**src/rtl/ex_func_unit_if.sv**
```systemverilog
// ex_func_unit_if: issue/result handshake bundle for the execute-stage
// functional unit.
//   in_valid_i / in_ready_o   : operation handshake (upstream -> unit)
//   alu_op_i, fu_sel_i        : 4-bit ALU code, 2-bit result select
//   src1_i, src2_i, shamt_i   : operands and shift amount
//   sft_left_i                : 1 = logical left shift, 0 = logical right
//   out_valid_o / out_ready_i : result handshake (unit -> downstream)
//   result_o, zero_o, ovf_o   : registered result and flags
// Modports: master = pipeline side driving operations, slave = the unit.
interface ex_func_unit_if #(
    parameter int unsigned DATA_W  = 32,
    parameter int unsigned SHAMT_W = 5
);
    logic               in_valid_i;
    logic               in_ready_o;
    logic [3:0]         alu_op_i;
    logic [1:0]         fu_sel_i;
    logic [DATA_W-1:0]  src1_i;
    logic [DATA_W-1:0]  src2_i;
    logic [SHAMT_W-1:0] shamt_i;
    logic               sft_left_i;
    logic               out_valid_o;
    logic               out_ready_i;
    logic [DATA_W-1:0]  result_o;
    logic               zero_o;
    logic               ovf_o;

    modport master (
        output in_valid_i, alu_op_i, fu_sel_i, src1_i, src2_i, shamt_i,
               sft_left_i, out_ready_i,
        input  in_ready_o, out_valid_o, result_o, zero_o, ovf_o
    );

    modport slave (
        input  in_valid_i, alu_op_i, fu_sel_i, src1_i, src2_i, shamt_i,
               sft_left_i, out_ready_i,
        output in_ready_o, out_valid_o, result_o, zero_o, ovf_o
    );
endinterface

```
**src/rtl/ex_func_unit.sv**
```systemverilog
// ex_func_unit: execute-stage functional unit. ALU and upper-immediate ops
// complete in one cycle; logical shifts use an iterative one-bit-per-cycle
// shifter. Result, zero and overflow flags are registered.
// Ports:
//   clk_i  : clock, rising edge
//   rst_n  : asynchronous active-low reset
//   bus    : ex_func_unit_if.slave (issue and result handshakes, operands)
// Build option: define FAST_SHIFT_EN to replace the iterative shifter with a
// single-cycle barrel shifter (same results, latency 1).
module ex_func_unit #(
    parameter int unsigned DATA_W  = 32,
    parameter int unsigned SHAMT_W = 5
) (
    input  logic         clk_i,
    input  logic         rst_n,
    ex_func_unit_if.slave bus
);
    localparam int unsigned MSB  = DATA_W - 1;
    localparam int unsigned HALF = DATA_W / 2;

    typedef enum logic {IDLE, SHIFT} state_t;

    state_t             state_q, state_d;
    logic [SHAMT_W-1:0] cnt_q, cnt_d;
    logic [DATA_W-1:0]  work_q, work_d;
    logic               dir_q, dir_d;

    logic               out_valid_q;
    logic [DATA_W-1:0]  result_q;
    logic               zero_q;
    logic               ovf_q;

    logic               in_ready;
    logic               accept;
    logic [DATA_W-1:0]  sum, diff;
    logic [DATA_W-1:0]  alu_res, sc_res;
    logic               alu_ovf, sc_ovf;
    logic               wr_en;
    logic [DATA_W-1:0]  wr_data;
    logic               wr_ovf;

    assign in_ready = (state_q == IDLE) && (!out_valid_q || bus.out_ready_i);
    assign accept   = bus.in_valid_i && in_ready;

    assign sum  = bus.src1_i + bus.src2_i;
    assign diff = bus.src1_i - bus.src2_i;

    always_comb begin
        alu_res = '0;
        alu_ovf = 1'b0;
        case (bus.alu_op_i)
            4'b0000: alu_res = bus.src1_i & bus.src2_i;
            4'b0001: alu_res = bus.src1_i | bus.src2_i;
            4'b0010: begin
                alu_res = sum;
                // Like-signed operands producing an opposite-signed sum.
                alu_ovf = (bus.src1_i[MSB] == bus.src2_i[MSB]) &&
                          (sum[MSB] != bus.src1_i[MSB]);
            end
            4'b0110, 4'b0011: begin
                alu_res = diff;
                // Unlike-signed operands where the sign flips away from A.
                alu_ovf = (bus.src1_i[MSB] != bus.src2_i[MSB]) &&
                          (diff[MSB] != bus.src1_i[MSB]);
            end
            4'b0111: alu_res = {{(DATA_W-1){1'b0}},
                                ($signed(bus.src1_i) < $signed(bus.src2_i))};
            4'b1110: alu_res = ~(bus.src1_i | bus.src2_i);
            default: alu_res = '0;
        endcase
    end

    // Results of every operation that completes on its accept edge.
    always_comb begin
        sc_res = '0;
        sc_ovf = 1'b0;
        case (bus.fu_sel_i)
            2'd0: begin
                sc_res = alu_res;
                sc_ovf = alu_ovf;
            end
`ifdef FAST_SHIFT_EN
            2'd1: sc_res = bus.sft_left_i ? (bus.src2_i << bus.shamt_i)
                                          : (bus.src2_i >> bus.shamt_i);
`endif
            2'd2: sc_res = {bus.src2_i[HALF-1:0], {HALF{1'b0}}};
            default: sc_res = '0;
        endcase
    end

    always_comb begin
        state_d = state_q;
        cnt_d   = cnt_q;
        work_d  = work_q;
        dir_d   = dir_q;
        wr_en   = 1'b0;
        wr_data = '0;
        wr_ovf  = 1'b0;
        case (state_q)
            IDLE: begin
                if (accept) begin
`ifdef FAST_SHIFT_EN
                    wr_en   = 1'b1;
                    wr_data = sc_res;
                    wr_ovf  = sc_ovf;
`else
                    if (bus.fu_sel_i == 2'd1) begin
                        state_d = SHIFT;
                        work_d  = bus.src2_i;
                        cnt_d   = bus.shamt_i;
                        dir_d   = bus.sft_left_i;
                    end else begin
                        wr_en   = 1'b1;
                        wr_data = sc_res;
                        wr_ovf  = sc_ovf;
                    end
`endif
                end
            end
            SHIFT: begin
                if (cnt_q != '0) begin
                    work_d = dir_q ? (work_q << 1) : (work_q >> 1);
                    cnt_d  = cnt_q - SHAMT_W'(1);
                end else if (!out_valid_q || bus.out_ready_i) begin
                    // A finished shift waits here while the output is blocked.
                    wr_en   = 1'b1;
                    wr_data = work_q;
                    state_d = IDLE;
                end
            end
            default: state_d = IDLE;
        endcase
    end

    always_ff @(posedge clk_i or negedge rst_n) begin
        if (!rst_n) begin
            state_q <= IDLE;
            cnt_q   <= '0;
            work_q  <= '0;
            dir_q   <= 1'b0;
        end else begin
            state_q <= state_d;
            cnt_q   <= cnt_d;
            work_q  <= work_d;
            dir_q   <= dir_d;
        end
    end

    always_ff @(posedge clk_i or negedge rst_n) begin
        if (!rst_n) begin
            out_valid_q <= 1'b0;
            result_q    <= '0;
            zero_q      <= 1'b1;
            ovf_q       <= 1'b0;
        end else if (wr_en) begin
            out_valid_q <= 1'b1;
            result_q    <= wr_data;
            zero_q      <= (wr_data == '0);
            ovf_q       <= wr_ovf;
        end else if (bus.out_ready_i) begin
            out_valid_q <= 1'b0;
        end
    end

    assign bus.in_ready_o  = in_ready;
    assign bus.out_valid_o = out_valid_q;
    assign bus.result_o    = result_q;
    assign bus.zero_o      = zero_q;
    assign bus.ovf_o       = ovf_q;
endmodule

```
**src/flat_wrapper.sv**
```systemverilog
// flat-port wrapper written by rule: the top's interface ports become plain ports
module ex_func_unit_flat 
#(
    parameter int unsigned DATA_W  = 32,
    parameter int unsigned SHAMT_W = 5
)
  (clk_i, rst_n, bus_in_valid_i, bus_alu_op_i, bus_fu_sel_i, bus_src1_i, bus_src2_i, bus_shamt_i, bus_sft_left_i, bus_out_ready_i, bus_in_ready_o, bus_out_valid_o, bus_result_o, bus_zero_o, bus_ovf_o);
  ex_func_unit_if #(.DATA_W(DATA_W), .SHAMT_W(SHAMT_W)) bus_i ();
  input  logic clk_i;
  input  logic rst_n;
  input wire logic [$bits(bus_i.in_valid_i)-1:0] bus_in_valid_i;
  input wire logic [$bits(bus_i.alu_op_i)-1:0] bus_alu_op_i;
  input wire logic [$bits(bus_i.fu_sel_i)-1:0] bus_fu_sel_i;
  input wire logic [$bits(bus_i.src1_i)-1:0] bus_src1_i;
  input wire logic [$bits(bus_i.src2_i)-1:0] bus_src2_i;
  input wire logic [$bits(bus_i.shamt_i)-1:0] bus_shamt_i;
  input wire logic [$bits(bus_i.sft_left_i)-1:0] bus_sft_left_i;
  input wire logic [$bits(bus_i.out_ready_i)-1:0] bus_out_ready_i;
  output wire logic [$bits(bus_i.in_ready_o)-1:0] bus_in_ready_o;
  output wire logic [$bits(bus_i.out_valid_o)-1:0] bus_out_valid_o;
  output wire logic [$bits(bus_i.result_o)-1:0] bus_result_o;
  output wire logic [$bits(bus_i.zero_o)-1:0] bus_zero_o;
  output wire logic [$bits(bus_i.ovf_o)-1:0] bus_ovf_o;
  assign bus_i.in_valid_i = bus_in_valid_i;
  assign bus_i.alu_op_i = bus_alu_op_i;
  assign bus_i.fu_sel_i = bus_fu_sel_i;
  assign bus_i.src1_i = bus_src1_i;
  assign bus_i.src2_i = bus_src2_i;
  assign bus_i.shamt_i = bus_shamt_i;
  assign bus_i.sft_left_i = bus_sft_left_i;
  assign bus_i.out_ready_i = bus_out_ready_i;
  assign bus_in_ready_o = bus_i.in_ready_o;
  assign bus_out_valid_o = bus_i.out_valid_o;
  assign bus_result_o = bus_i.result_o;
  assign bus_zero_o = bus_i.zero_o;
  assign bus_ovf_o = bus_i.ovf_o;
  ex_func_unit #(.DATA_W(DATA_W), .SHAMT_W(SHAMT_W)) u_core (.clk_i(clk_i), .rst_n(rst_n), .bus(bus_i));
endmodule
```
**config.mk**
```make
export PLATFORM = sky130hd
export DESIGN_NAME = ex_func_unit_flat
export DESIGN_NICKNAME = d
export VERILOG_FILES = /design/src/rtl/ex_func_unit_if.sv /design/src/rtl/ex_func_unit.sv /design/src/flat_wrapper.sv
export SDC_FILE = /design/constraint.sdc
export NUM_CORES = 1
export LEC_CHECK = 0
export ABC_CLOCK_PERIOD_IN_PS = 3110
export BUFFER_PORTS_ARGS = -buffer_cell sky130_fd_sc_hd__buf_2
export CAP_MARGIN = 20
export CORE_ASPECT_RATIO = 0.6
export CORE_MARGIN = 2
export CORE_UTILIZATION = 40
export CTS_CLUSTER_DIAMETER = 60
export DETAILED_ROUTE_END_ITERATION = 16
export SYNTH_ARGS = -nofsm -noshare
export SYNTH_HDL_FRONTEND = slang
export SYNTH_SLANG_ARGS = --single-unit
```
**constraint.sdc**
```tcl
create_clock -name clk_i -period 3.11 [get_ports clk_i]
set_input_delay 0.1555 -clock clk_i [delete_from_list [all_inputs] [get_ports clk_i]]
set_output_delay 0.1555 -clock clk_i [all_outputs]
set_load 0.1 [all_outputs]
```
# Word level (Yosys, flattened, before mapping)
# Index checks and enable logic that the tools add are counted.
[totals]
reg_bits = 74
inputBits = 80
word_cells = 78
output_inout_bits = 36
[op_classes]
muxes = 33
bitwise = 4
n_reduce_logical = 14
addsub = 3
magnitude_cmp = 1
n_eq_ne = 15
[op_table]
columns = ["cell", "n"]
rows = [
  ["two-way mux 32 bit", 8],
  ["case mux 32 bit (2 select lines)", 3],
  ["case mux 32 bit (6 select lines)", 1],
  ["adder 32 bit", 1],
  ["bitwise AND 32 bit", 1],
  ["logical NOT 32 bit", 1],
  ["< comparator 32 bit", 1],
  ["inverter 32 bit", 1],
  ["bitwise OR 32 bit", 1],
  ["subtractor 32 bit", 1],
  ["two-way mux 5 bit", 3],
  ["two-way mux 1 bit", 14],
  ["case mux 5 bit (2 select lines)", 1],
  ["== test 4 x 2 -> 1 bit (second input constant)", 2],
  ["== test 4 x 3 -> 1 bit (second input constant)", 2],
  ["case mux 1 bit (2 select lines)", 3],
  ["AND reduction 3 bit", 2],
  ["nonzero test 5 bit", 1],
  ["subtractor 5 x 1 -> 5 bit (second input constant)", 1],
  ["== test 4 x 1 -> 1 bit (second input constant)", 1],
  ["== test 4 bit (second input constant)", 1],
  ["logical AND 1 bit", 4],
  ["logical NOT 4 bit", 1],
  ["inequality test 2 bit (second input constant)", 2],
  ["other kinds (11)", 13],
]

# Depth between registers and ports, before layout
# Gate-level depths: netlist of the first run.
[logic_depth]
ltp_word = 8
mapped_depth = 15

# Worst setup path before layout of the first run
# Ideal clock, no wire load.
[synth_timing]
kind = "reg-to-reg"
from = "reg u_core.out_valid_q, in the netlist u_core.bus.out_valid_o"
to = "reg u_core.zero_q, in the netlist u_core.bus.zero_o"
period_less_slack_ns = 3.348
t_arrival_ns = 3.285
stages_incl_launch_ff = 12
path_slack_ns = -0.238
setup_ns = 0.064
cell_sequence = "dfrtp_1 nand2b_1 and2_1 nand2_1 o22ai_1 nand4_1 nor4_1 nand4_1 nor4_1 nand4_1 nor4_1 a32o_1"
[synth_between]
elab_chain_len = 7
[synth_rtl]
columns = ["item", "line", "text"]
rows = [
  ["from (decl)", "ex_func_unit.sv:28", "logic out_valid_q;"],
  ["from (signal assigned)", "ex_func_unit.sv:151", "out_valid_q <= 1'b0;"],
  ["from (signal assigned)", "ex_func_unit.sv:156", "out_valid_q <= 1'b1;"],
  ["from (signal assigned)", "ex_func_unit.sv:161", "out_valid_q <= 1'b0;"],
  ["logical NOT 1 bit *", "ex_func_unit.sv:42", "assign in_ready = (state_q == IDLE) && (!out_valid_q || bus.out_ready_i);"],
  ["logical OR 1 bit *", "ex_func_unit.sv:42", ""],
  ["logical AND 1 bit *", "ex_func_unit.sv:42", ""],
  ["via bus_in_ready_o", "flat_wrapper.sv:19", "output wire logic [$bits(bus_i.in_ready_o)-1:0] bus_in_ready_o;"],
  ["logical AND 1 bit *", "ex_func_unit.sv:43", "assign accept = bus.in_valid_i && in_ready;"],
  ["two-way mux 32 bit", "ex_func_unit.sv:101", "if (accept) begin"],
  ["case mux 32 bit (2 select lines)", "ex_func_unit.sv:99", "case (state_q)"],
  ["logical NOT 32 bit", "ex_func_unit.sv:158", "zero_q <= (wr_data == '0);"],
  ["to (signal assigned)", "ex_func_unit.sv:158", ""],
  ["to (decl)", "ex_func_unit.sv:30", "logic zero_q;"],
]
# Mark *: on every way through the listed nets, which the timed path passes. The rest lies on a longest branch.
# A chain may end at the register's enable or synchronous reset.

# Worst setup path in the final report of the first run
[layout_timing]
from = "in bus_src1_i[0]"
to = "reg u_core.zero_q, in the netlist u_core.bus.zero_o"
[layout_between]
elab_chain_len = 8
[layout_rtl]
columns = ["item", "line", "text"]
rows = [
  ["from (decl)", "flat_wrapper.sv:14", "input wire logic [$bits(bus_i.src1_i)-1:0] bus_src1_i;"],
  ["branches (longest 2 deep; another with subtractor 32 bit)", "n/a", ""],
  ["case mux 32 bit (6 select lines) *", "ex_func_unit.sv:51", "case (bus.alu_op_i)"],
  ["case mux 32 bit (2 select lines) *", "ex_func_unit.sv:77", "case (bus.fu_sel_i)"],
  ["two-way mux 32 bit *", "ex_func_unit.sv:107", "if (bus.fu_sel_i == 2'd1) begin"],
  ["two-way mux 32 bit *", "ex_func_unit.sv:101", ""],
  ["case mux 32 bit (2 select lines) *", "ex_func_unit.sv:99", ""],
  ["logical NOT 32 bit *", "ex_func_unit.sv:158", ""],
]
# Mark *: on every way between the ends.

==> results_dict.tcl, run 1 <==
set metrics [dict create \
    viasPerCell 5.89 \
    cp.arrival_ns 3.47 \
    io_pins 116 \
    ys_warn_count 0 \
    syn-num-nets 1540 \
    min_path_cells 3 \
    htreeDepth 3 \
    drive_gt1_share_pct 34.3 \
    die_x_um 206 \
    holdCritStartpoint "bus_shamt_i[3]" \
    final_area_um2 14100 \
    ys_ff_latch 74 \
    r2r.worst_path.cells 13 \
    cp-end-kind "register" \
    hold_class "input pin to register" \
    power.leakage_nw 6.88 \
    area_growth_pct 43.5 \
    post-route-period-util_pct 101 \
    ys_types 85 \
    yosysMostFrequentCell "nand2_1" \
    ir_worst_vdd_uv 822 \
    nFillCells 2325 \
    start_kind "input pin" \
    drt-wirelength-per-cell_um 22.9 \
    hold_viol 0 \
    setup_viol 1 \
    rr_endpoint "u_core.bus.zero_o$_DFFE_PN1P_" \
    final_net_count 1957 \
    critPathTopFamily "compound AO/OA/AOI/OAI gates" \
    netlist_area_um2 9840 \
    finalCriticalPeriod_ns 3.15 \
    rsz0062_at_grt "yes" \
    slew_violations 0 \
    dpl.hpwl_mm 38.8 \
    violations "negative setup slack" \
    clkSlewWorstSetupHoldPaths_ns 0.08 \
    numPortBuffers 115 \
    clock-sinks 74 \
    root_buffer "clkbuf_16" \
    insertion_delay_ns 0.37 \
    synth.avg_cell_area_um2 7.29 \
    cpPeakStageDelay_ns 0.38 \
    seq_area_um2 1860 \
    start_util_pct 40.7 \
    synth_cells 1349 \
    synth_top_flop_cell "dfrtp_1" \
    async_flop_share_pct 100 \
    cts_tree "built" \
    drc 0 \
    grt_pass1_vias 11506 \
    synth_edf_count 0 \
    p_total_mw 7.86 \
    cap_violations 0 \
    clk_path_buf_depth 2 \
    postRouteAntennaNets 0 \
    path_max_fanout 3 \
    crit_path_top_delay_cell "fa_2" \
    path_cells "buf_8 > inv_4 > ha_4 > inv_2 > fa_2 > nor2b_4 > o2111ai_4 > a211oi_2 > o21a_2 > o41a_1 > mux2_4 > a221oi_2 > o311ai_2 > o21bai_1 > nor4_2 > a32o_1" \
    finalNonFillerCells 2094 \
    core-area_um2 24200 \
    fmax_ghz 0.317 \
    dr.pass1.iters 6 \
    r2r_start "u_core.cnt_q[1]$_DFFE_PN0P_" \
    grt_pass1_wl_mm 71.8 \
    gp_congestion 1.03 \
    synth_top_area_share_pct 18.6 \
    layout_setup_ws_ns -0.0448 \
    setup.worst_path.class "input pin to register" \
    cts_made_buffers 9 \
    grt-ovfl-total 0 \
    synth_commonest_cells "nand2_1 (147), a21oi_1 (126), inv_1 (125), nor2_1 (125), ha_1 (109)" \
    die_area_um2 25900 \
    num_vias 12333 \
    grt_max_degree 70 \
    routed_wl_mm 48.0 \
    relSlewSlack_pct 28.2 \
    dp.cells 2059 \
    critPathRequiredTime_ns 3.43 \
    skew_ns 0.0147 \
    antenna_found_initial 0 \
    ys_seq_area_share_pct 18.8 \
    drt_iter0_drc 1331 \
    synth.area.top_cells "dfrtp_1 (19%), ha_1 (14%), a21oi_1 (6.4%), mux2i_1 (5.9%), nand2_1 (5.6%)" \
    holdPathEnd "u_core.cnt_q[3]$_DFFE_PN0P_" \
    die_h_um 125 \
    synth_top_area_cell "dfrtp_1" \
    rows 44 \
    status "complete, but fails checks" \
    path_buf_inv 3 \
    r2r_slack_ns 0.04 \
    track_usage_pct 37.0 \
    fin_hold_ws_ns 0.0659 \
    placed_area_um2 13200 \
    worstMarginPinSlew_ns 1.08 \
    power_density_nw_per_um2 556 \
    multi_input_area_um2 7660 \
]
## registers in the layout, summed over array words and instances, names as in the netlist
name / flops
u_core.bus.ovf_o: 1
u_core.dir_q: 1
u_core.bus.result_o: 32
u_core.bus.out_valid_o: 1
u_core.bus.zero_o: 1
u_core.work_q: 32
u_core.state_q: 1
u_core.cnt_q: 5
## worst max-delay path by stage
stage / end / startpoint / cells after the start / slack (ns)
after floorplan: u_core.bus.zero_o$_DFFE_PN1P_ / bus_src2_i[1] / 13 / 0.02
after global placement: u_core.bus.zero_o$_DFFE_PN1P_ / bus_src2_i[0] / 17 / -0.84
final: u_core.bus.zero_o$_DFFE_PN1P_ / bus_src1_i[0] / 16 / -0.04
after global routing: u_core.bus.zero_o$_DFFE_PN1P_ / bus_src1_i[0] / 16 / -0.15
after CTS: u_core.bus.zero_o$_DFFE_PN1P_ / bus_src1_i[0] / 16 / 0.001
after detailed placement: u_core.bus.zero_o$_DFFE_PN1P_ / bus_src2_i[0] / 16 / -0.84
## layer usage
| layer | routed length, um | global-route usage [%] | vias up | share of wire, % |
|---|---|---|---|---|
| met2 | 18800 | 50.8 | 613 | 39 |
| met4 | 724 | 6.72 | 0 | 1.5 |
| li1 | - | - | 5710 | - |
| met5 | 0 | 0 | - | 0 |
| met1 | 23700 | 58.4 | 5954 | 49 |
| met3 | 4770 | 7.72 | 56 | 9.9 |
## placed cells by master, fill, tap and decap left out, drive strengths merged, types with 7 or more instances in the layout
cell type  count
nand2        147
nand4         21
o221ai        11
a22oi         23
ha           109
o21ai         96
dfrtp         73
a221o          9
nand3         20
or2            7
nor3          20
a21o          18
o211ai        15
and2          12
a211oi        21
nor2b         17
a221oi        17
and3          10
buf          483
o21a           7
a31oi         10
mux2i         58
nor2         125
a21oi        126
a211o          7
nor4          13
or3            8
inv          129
nand2b        10
o31ai         12
clkbuf         9
xnor2         16
o21bai         8
## what timing repair did
item,CTS,global route
setup buffers,10,8
pin swaps,22,32
hold buffers,2,0
setup endpoints to repair,2,7
gates resized for setup,46,55
hold endpoints to repair,23,0
## power breakdown
group	switching, mW	internal, mW
logic	3.12	1.63
clock network	0.549	0.638
registers	0.544	1.37
## layout make-up
cell class / instances / share of cell area [%]
diodes: 1 / 0.0177
clock buffers: 9 / 1.59
clock inverters: 7 / 0.585
inverters: 127 / 3.39
multi-input cells: 1069 / 54.3
flip-flops and latches: 74 / 13.1
well taps: 322 / 2.85
repair buffers: 485 / 24.2
## worst register-to-register path: cells and delay by family (launching register included)
kind | cells | cell delay [ns]
adders and majority gates | 1 | 0.16
and+or+nand+nor | 6 | 1.34
AOI/OAI and AO/OA | 5 | 1.10
buffers and inverters | 1 | 0.07
DFF | 1 | 0.37
## metrics by stage
step                      setup slack, ns  utilization [%]  setup TNS (ns)
after global routing               -0.152             58.4          -0.152
after floorplan                    0.0239                -               0
after CTS                         0.00120             57.3               0
after global placement             -0.839             54.7           -2.87
final                             -0.0448             58.4         -0.0448
after detailed placement           -0.837             54.7           -3.22
## kinds of logic (layout without fill, tap and decap cells)
| family | count (synthesis) | count (layout) | synth area share (%) |
|---|---|---|---|
| compound gates | 452 | 452 | 30.9 |
| simple gates | 428 | 428 | 20.2 |
| buf+inv | 206 | 628 | 8.05 |
| fa+ha+maj | 111 | 111 | 14.3 |
| flops | 74 | 74 | 18.8 |
| mux | 61 | 61 | 6.24 |
| xor+xnor | 17 | 17 | 1.51 |
| other cells | 0 | 1 | 0 |
Power figures use the tool's default switching activity.
==> run 2: changes to the inputs <==
--- a/config.mk
+++ b/config.mk
@@ -10,9 +10,10 @@
 export CAP_MARGIN = 20
 export CORE_ASPECT_RATIO = 0.6
 export CORE_MARGIN = 2
-export CORE_UTILIZATION = 40
+export CORE_UTILIZATION = 50
 export CTS_CLUSTER_DIAMETER = 60
 export DETAILED_ROUTE_END_ITERATION = 16
+export PLACE_DENSITY = 0.7
 export SYNTH_ARGS = -nofsm -noshare
 export SYNTH_HDL_FRONTEND = slang
 export SYNTH_SLANG_ARGS = --single-unit
==> run 2 against run 1 <==
Effect of this change:
- wire length grew 0.30%
- sequential cell count is the same
- sequential power is essentially flat
- cell count shrank 3.0%
- register-to-register slack lost 0.12 ns
- clock power grew 7%
- critical path depth shrank 3
- non-clock buffer count shrank 5
- global-route usage grew 7.9 points
- the run still ends with negative setup slack left
- via count grew 5.7%
==> results_dict.tcl, run 2 (synthesis gave the netlist of run 1 again) <==
set metrics [dict create \
    status "complete, but fails checks" \
    violations "negative setup slack" \
    clk_path_buf_depth 2 \
    cts_made_buffers 9 \
    drive_gt1_share_pct 33.9 \
    critPathRequiredTime_ns 3.41 \
    final_net_count 1952 \
    cts_tree "built" \
    insertion_delay_ns 0.37 \
    setup.worst_path.class "register to register" \
    clock-sinks 74 \
    drt-wirelength-per-cell_um 23.7 \
    drc 0 \
    p_total_mw 8.02 \
    antenna_found_initial 1 \
    power_density_nw_per_um2 569 \
    antenna_cells 0 \
    setup_viol 1 \
    start_util_pct 51.3 \
    rows 39 \
    root_buffer "clkbuf_16" \
    placed_area_um2 13100 \
    finalSetupTns_ns -0.0848 \
    htreeDepth 3 \
    start_kind "register" \
    worstMarginPinSlew_ns 1.05 \
    viasPerCell 6.42 \
    die_x_um 185 \
    io_pins 116 \
    final_area_um2 14100 \
    hold_class "input pin to register" \
    dpl.hpwl_mm 37.4 \
    finalNonFillerCells 2032 \
    cap_violations 0 \
    grt-ovfl-total 0 \
    grt_pass1_wl_mm 70.5 \
    fin_hold_ws_ns 0.0958 \
    drt_iter0_drc 2012 \
    die_area_um2 20900 \
    dp.cells 1998 \
    cp.arrival_ns 3.50 \
    power.leakage_nw 6.89 \
    gp_congestion 1.09 \
    num_vias 13038 \
    routed_wl_mm 48.2 \
    rsz0062_at_grt "yes" \
    final_core_util_pct 73.5 \
    path_max_fanout 3 \
    mostFrequentLayoutCell "buf_4" \
    clkSlewWorstSetupHoldPaths_ns 0.08 \
    numPortBuffers 115 \
    track_usage_pct 44.9 \
    area_growth_pct 43.2 \
    finalCriticalPeriod_ns 3.19 \
    path_buf_inv 1 \
    skew_ns 0.0225 \
    crit_path_top_delay_cell "a221o_1" \
    core-area_um2 19200 \
    layout_common_cells "buf_4 (359), nand2_1 (147), nor2_1 (121), a21oi_1 (121), inv_1 (116)" \
    preCtsSetupSlack_ns -0.782 \
    path_cells "inv_2 > ha_4 > nor4b_4 > and3_4 > a221o_1 > a211oi_2 > o31a_1 > a221oi_2 > nand4b_1 > nor4_4 > nand4_1 > nor4_2 > a32o_1" \
    cpPeakStageDelay_ns 0.46 \
    grt_pass1_vias 11889 \
    dr.pass1.iters 8 \
    fmax_ghz 0.313 \
    hold_viol 0 \
    critPathTopFamily "simple AND/OR/NAND/NOR gates" \
    slew_violations 0 \
    relSlewSlack_pct 30.0 \
    ir_worst_vdd_uv 1130 \
    grt_max_degree 75 \
    cp-end-kind "register" \
    die_h_um 113 \
    post-route-period-util_pct 103 \
    layout_setup_ws_ns -0.0848 \
    postRouteAntennaNets 0 \
]
==> run 2: cell types whose count changed in the layout (fill, tap and decap cells not counted), moves of 3 or more <==
cell / delta
o21ai_1: +3
buf_4: -7
nor2_1: +4
a2111oi_2: -3
o21ai_0: -3
nor2_2: -3
==> run 2: worst reg2reg max path, stage by stage, from the launching register on <==
cell and delay (ns):
dfrtp_1 0.37, inv_2 0.07, ha_4 0.17, nor4b_4 0.14, and3_4 0.21, a221o_1 0.46, a211oi_2 0.23, o31a_1 0.19
a221oi_2 0.08, nand4b_1 0.28, nor4_4 0.38, nand4_1 0.20, nor4_2 0.18, a32o_1 0.20
==> run 2: path summary, 6_finish.rpt <==
path                                                     from                                  to  slack, ns  cells past startpoint
setup / recovery                  u_core.cnt_q[1]$_DFFE_PN0P_       u_core.bus.zero_o$_DFFE_PN1P_      -0.08                     13
setup reg to reg                  u_core.cnt_q[1]$_DFFE_PN0P_       u_core.bus.zero_o$_DFFE_PN1P_      -0.08                     13
min in group asynchronous                               rst_n         u_core.cnt_q[1]$_DFFE_PN0P_       0.34                      2
hold reg to reg            u_core.bus.result_o[0]$_DFFE_PN0P_  u_core.bus.result_o[0]$_DFFE_PN0P_       0.48                      1
max in group asynchronous                               rst_n       u_core.bus.zero_o$_DFFE_PN1P_       2.09                      3
hold / removal                                 bus_shamt_i[1]         u_core.cnt_q[1]$_DFFE_PN0P_        0.1                      3
==> run 2: area by class of cell <==
class                   instances  area [um2]
clock inverters                 6        97.6
flip-flops and latches         74        1860
multi-input cells            1069        7690
inverters                     127         479
well taps                     266         333
clock buffers                  10         239
fillers                      1487        5080
repair buffers                480        3400
==> run 2: layer usage <==
layer  wire [um]  GRT usage, %
met5           0             0
met1       20800          67.8
met2       18200          58.6
met3        7940          17.4
met4        1330          11.0
==> run 2: where the power goes <==
| group | switching (mW) | internal, mW |
|---|---|---|
| sequential | 0.540 | 1.37 |
| combinational | 3.21 | 1.64 |
| clock | 0.527 | 0.739 |
| total | 4.28 | 3.75 |
==> run 2: repair_timing <==
item / CTS / global route
endpoints found under the setup margin: 1 / 9
setup buffers: 8 / 8
pin swaps: 21 / 31
resized for setup: 52 / 52
hold buffers: 1 / 1
endpoints found under the hold margin: 1 / 37
==> run 3: changes to the inputs <==
--- a/config.mk
+++ b/config.mk
@@ -5,6 +5,7 @@
 export SDC_FILE = /design/constraint.sdc
 export NUM_CORES = 1
 export LEC_CHECK = 0
+export ABC_AREA = 1
 export ABC_CLOCK_PERIOD_IN_PS = 3110
 export BUFFER_PORTS_ARGS = -buffer_cell sky130_fd_sc_hd__buf_2
 export CAP_MARGIN = 20
==> run 3 against run 2 <==
Effect of this change:
- the run now ends clean
- hold slack worse by 0.039 ns
- sequential cell count unchanged
- wire length down 14%
- cell count up 13%
- sequential power down 12%
- critical path depth up 10
- global-route usage down 8.2 points
- combinational power down 2%
- area after synthesis up 8.3%
- clock power down 17%
- critical path type is now input pin to register
- highest routed layer is now met5
==> results_dict.tcl, run 3 <==
set metrics [dict create \
    status "completed" \
    cp-end-kind "register" \
    grt_max_degree 75 \
    grt_pass1_vias 11134 \
    rows 41 \
    final_area_um2 12000 \
    synth_commonest_cells "nand2_1 (614), inv_1 (315), nand3_1 (193)" \
    core-area_um2 21000 \
    finalNonFillerCells 2292 \
    start_util_pct 50.8 \
    synth_top_area_share_pct 21.6 \
    slew_violations 0 \
    drt_iter0_drc 1614 \
    gp_congestion 1.01 \
    synth_edf_count 0 \
    mostFrequentLayoutCell "nand2_1" \
    finalSetupTns_ns 0 \
    skew_ns 0.00556 \
    grt-ovfl-total 0 \
    drt-wirelength-per-cell_um 18.0 \
    final_net_count 2198 \
    grt_pass1_wl_mm 62.5 \
    power.leakage_nw 7.13 \
    holdCritStartpoint "bus_shamt_i[1]" \
    area_growth_pct 12.7 \
    cpPeakStageDelay_ns 0.39 \
    r2r.worst_path.cells 20 \
    rsz0062_at_grt "no" \
    holdPathEnd "u_core.cnt_q[1]$_DFFE_PN0P_" \
    post-route-period-util_pct 91.2 \
    async_flop_share_pct 100 \
    root_buffer "clkbuf_16" \
    synth_cells 1888 \
    path_cells "buf_2 > ha_1 > inv_1 > fa_1 > inv_1 > nand3_1 > nand2_1 > nand2_1 > nand2_1 > nand2_1 > nand3_1 > nand3_1 > nand2_1 > nand2_1 > nor2_1 > nand3_1 > nor2_1 > nand2_1 > nor2_1 > nand3_1 > nor2_1 > nand2_1 > nand2_1" \
    rr_endpoint "u_core.bus.zero_o$_DFFE_PN1P_" \
    relSlewSlack_pct 34.6 \
    track_usage_pct 36.7 \
    min_path_cells 3 \
    drc 0 \
    clock-sinks 74 \
    ys_seq_area_share_pct 17.4 \
    ir_worst_vdd_uv 671 \
    routed_wl_mm 41.2 \
    netlist_area_um2 10700 \
    clk_path_buf_depth 2 \
    synth.area.top_cells "nand2_1 (22%), dfrtp_1 (17%), ha_1 (13%), inv_1 (11%), nand3_1 (9.1%)" \
    cts_tree "built" \
    die_area_um2 22500 \
    insertion_delay_ns 0.34 \
    ys_warn_count 0 \
    die_h_um 117 \
    crit_path_top_delay_cell "fa_1" \
    synth.avg_cell_area_um2 5.65 \
    io_pins 116 \
    setup.worst_path.class "input pin to register" \
    finalCriticalPeriod_ns 2.84 \
    die_x_um 192 \
    setup_viol 0 \
    cts_made_buffers 9 \
    nFillCells 2220 \
    dr.pass1.iters 6 \
    cp.arrival_ns 3.12 \
    drive_gt1_share_pct 11.7 \
    start_kind "input pin" \
    clkSlewWorstSetupHoldPaths_ns 0.06 \
    htreeDepth 3 \
    hold_viol 0 \
    critPathRequiredTime_ns 3.40 \
    postRouteAntennaNets 0 \
    ys_types 44 \
    yosysMostFrequentCell "nand2_1" \
    viasPerCell 5.51 \
    p_total_mw 7.49 \
    ys_ff_latch 74 \
    synth_top_flop_cell "dfrtp_1" \
    cap_violations 0 \
    layout_setup_ws_ns 0.272 \
    worstMarginPinSlew_ns 0.981 \
    r2r_slack_ns 0.37 \
    synth_top_area_cell "nand2_1" \
    antenna_found_initial 1 \
    fmax_ghz 0.352 \
    preCtsSetupSlack_ns 0.0447 \
    cts_resized 0 \
    cpMostUsedCell "nand2_1" \
    placed_area_um2 11700 \
    numPortBuffers 115 \
    num_vias 12621 \
    path_max_fanout 4 \
    power_density_nw_per_um2 623 \
    dpl.hpwl_mm 33.8 \
    hold_class "input pin to register" \
    r2r_start "u_core.cnt_q[0]$_DFFE_PN0P_" \
    layout_common_cells "nand2_1 (613), inv_1 (315), nand3_1 (193)" \
    dp.cells 2274 \
    syn-num-nets 2079 \
]
==> run 3: logic make-up after synthesis <==
group                    after synthesis  share of synthesized area [%]
flip-flops                            74                           17.4
buffers and inverters                398                           15.1
adder cells (fa/ha/maj)              111                           13.2
AND/OR/NAND/NOR                     1040                           40.3
AO/OA/AOI/OAI                        265                           14.0
==> run 3: metrics by stage <==
step                      utilization [%]  hold WS (ns)
final                                57.2        0.0570
after global routing                 57.2        0.0883
after CTS                            57.2        0.0548
after detailed placement             55.8         0.344
after global placement               55.8         0.361
after floorplan                         -        -0.140
==> run 3: power breakdown <==
| group | leakage (nW) | internal, mW | total [mW] | switching [mW] |
|---|---|---|---|---|
| clock network | 0.136 | 0.619 | 1.05 | 0.431 |
| registers | 0.946 | 1.40 | 1.69 | 0.287 |
| logic | 6.05 | 1.11 | 4.75 | 3.64 |
==> run 3: worst max-delay path by stage <==
stage | cells after the start | start | slack, ns | to
after floorplan | 19 | u_core.bus.out_valid_o$_DFFE_PN0P_ | 0.56 | u_core.bus.zero_o$_DFFE_PN1P_
after detailed placement | 23 | bus_src2_i[0] | 0.04 | u_core.bus.zero_o$_DFFE_PN1P_
after global routing | 23 | bus_src2_i[0] | 0.08 | u_core.bus.zero_o$_DFFE_PN1P_
final | 23 | bus_src2_i[0] | 0.27 | u_core.bus.zero_o$_DFFE_PN1P_
after CTS | 23 | bus_src2_i[0] | 0.39 | u_core.bus.zero_o$_DFFE_PN1P_
after global placement | 23 | bus_src2_i[0] | 0.01 | u_core.bus.zero_o$_DFFE_PN1P_
==> run 3: what timing repair did <==
item / CTS / global route
hold buffers: 1 / 0
buffers inserted: 0 / 0
hold endpoints to repair: 17 / 0
==> run 3: critical path: cells and delay by family <==
kind,cells,cell delay (ns)
fa+ha+maj,2,0.69
buf+inv,3,0.40
simple gates,18,1.87
==> run 3: final cells by class <==
type / count / area [um2] / area share [%]
antenna: 1 / 2.50 / 0.0208
tap: 279 / 349 / 2.91
inverter: 324 / 1220 / 10.1
sequential: 74 / 1850 / 15.4
multi-input combinational: 1416 / 7200 / 60.0
timing repair buffer: 182 / 1100 / 9.13
clock inverter: 5 / 55.1 / 0.458
clock buffer: 11 / 233 / 1.94
==> run 3: per-layer routing <==
metal	GRT usage (%)	vias up	part of all wire, %
met5	0	-	0.032
met4	11.2	2	2.8
met3	9.12	68	12
met2	52.4	687	39
met1	53.9	5712	46
li1	-	6152	-
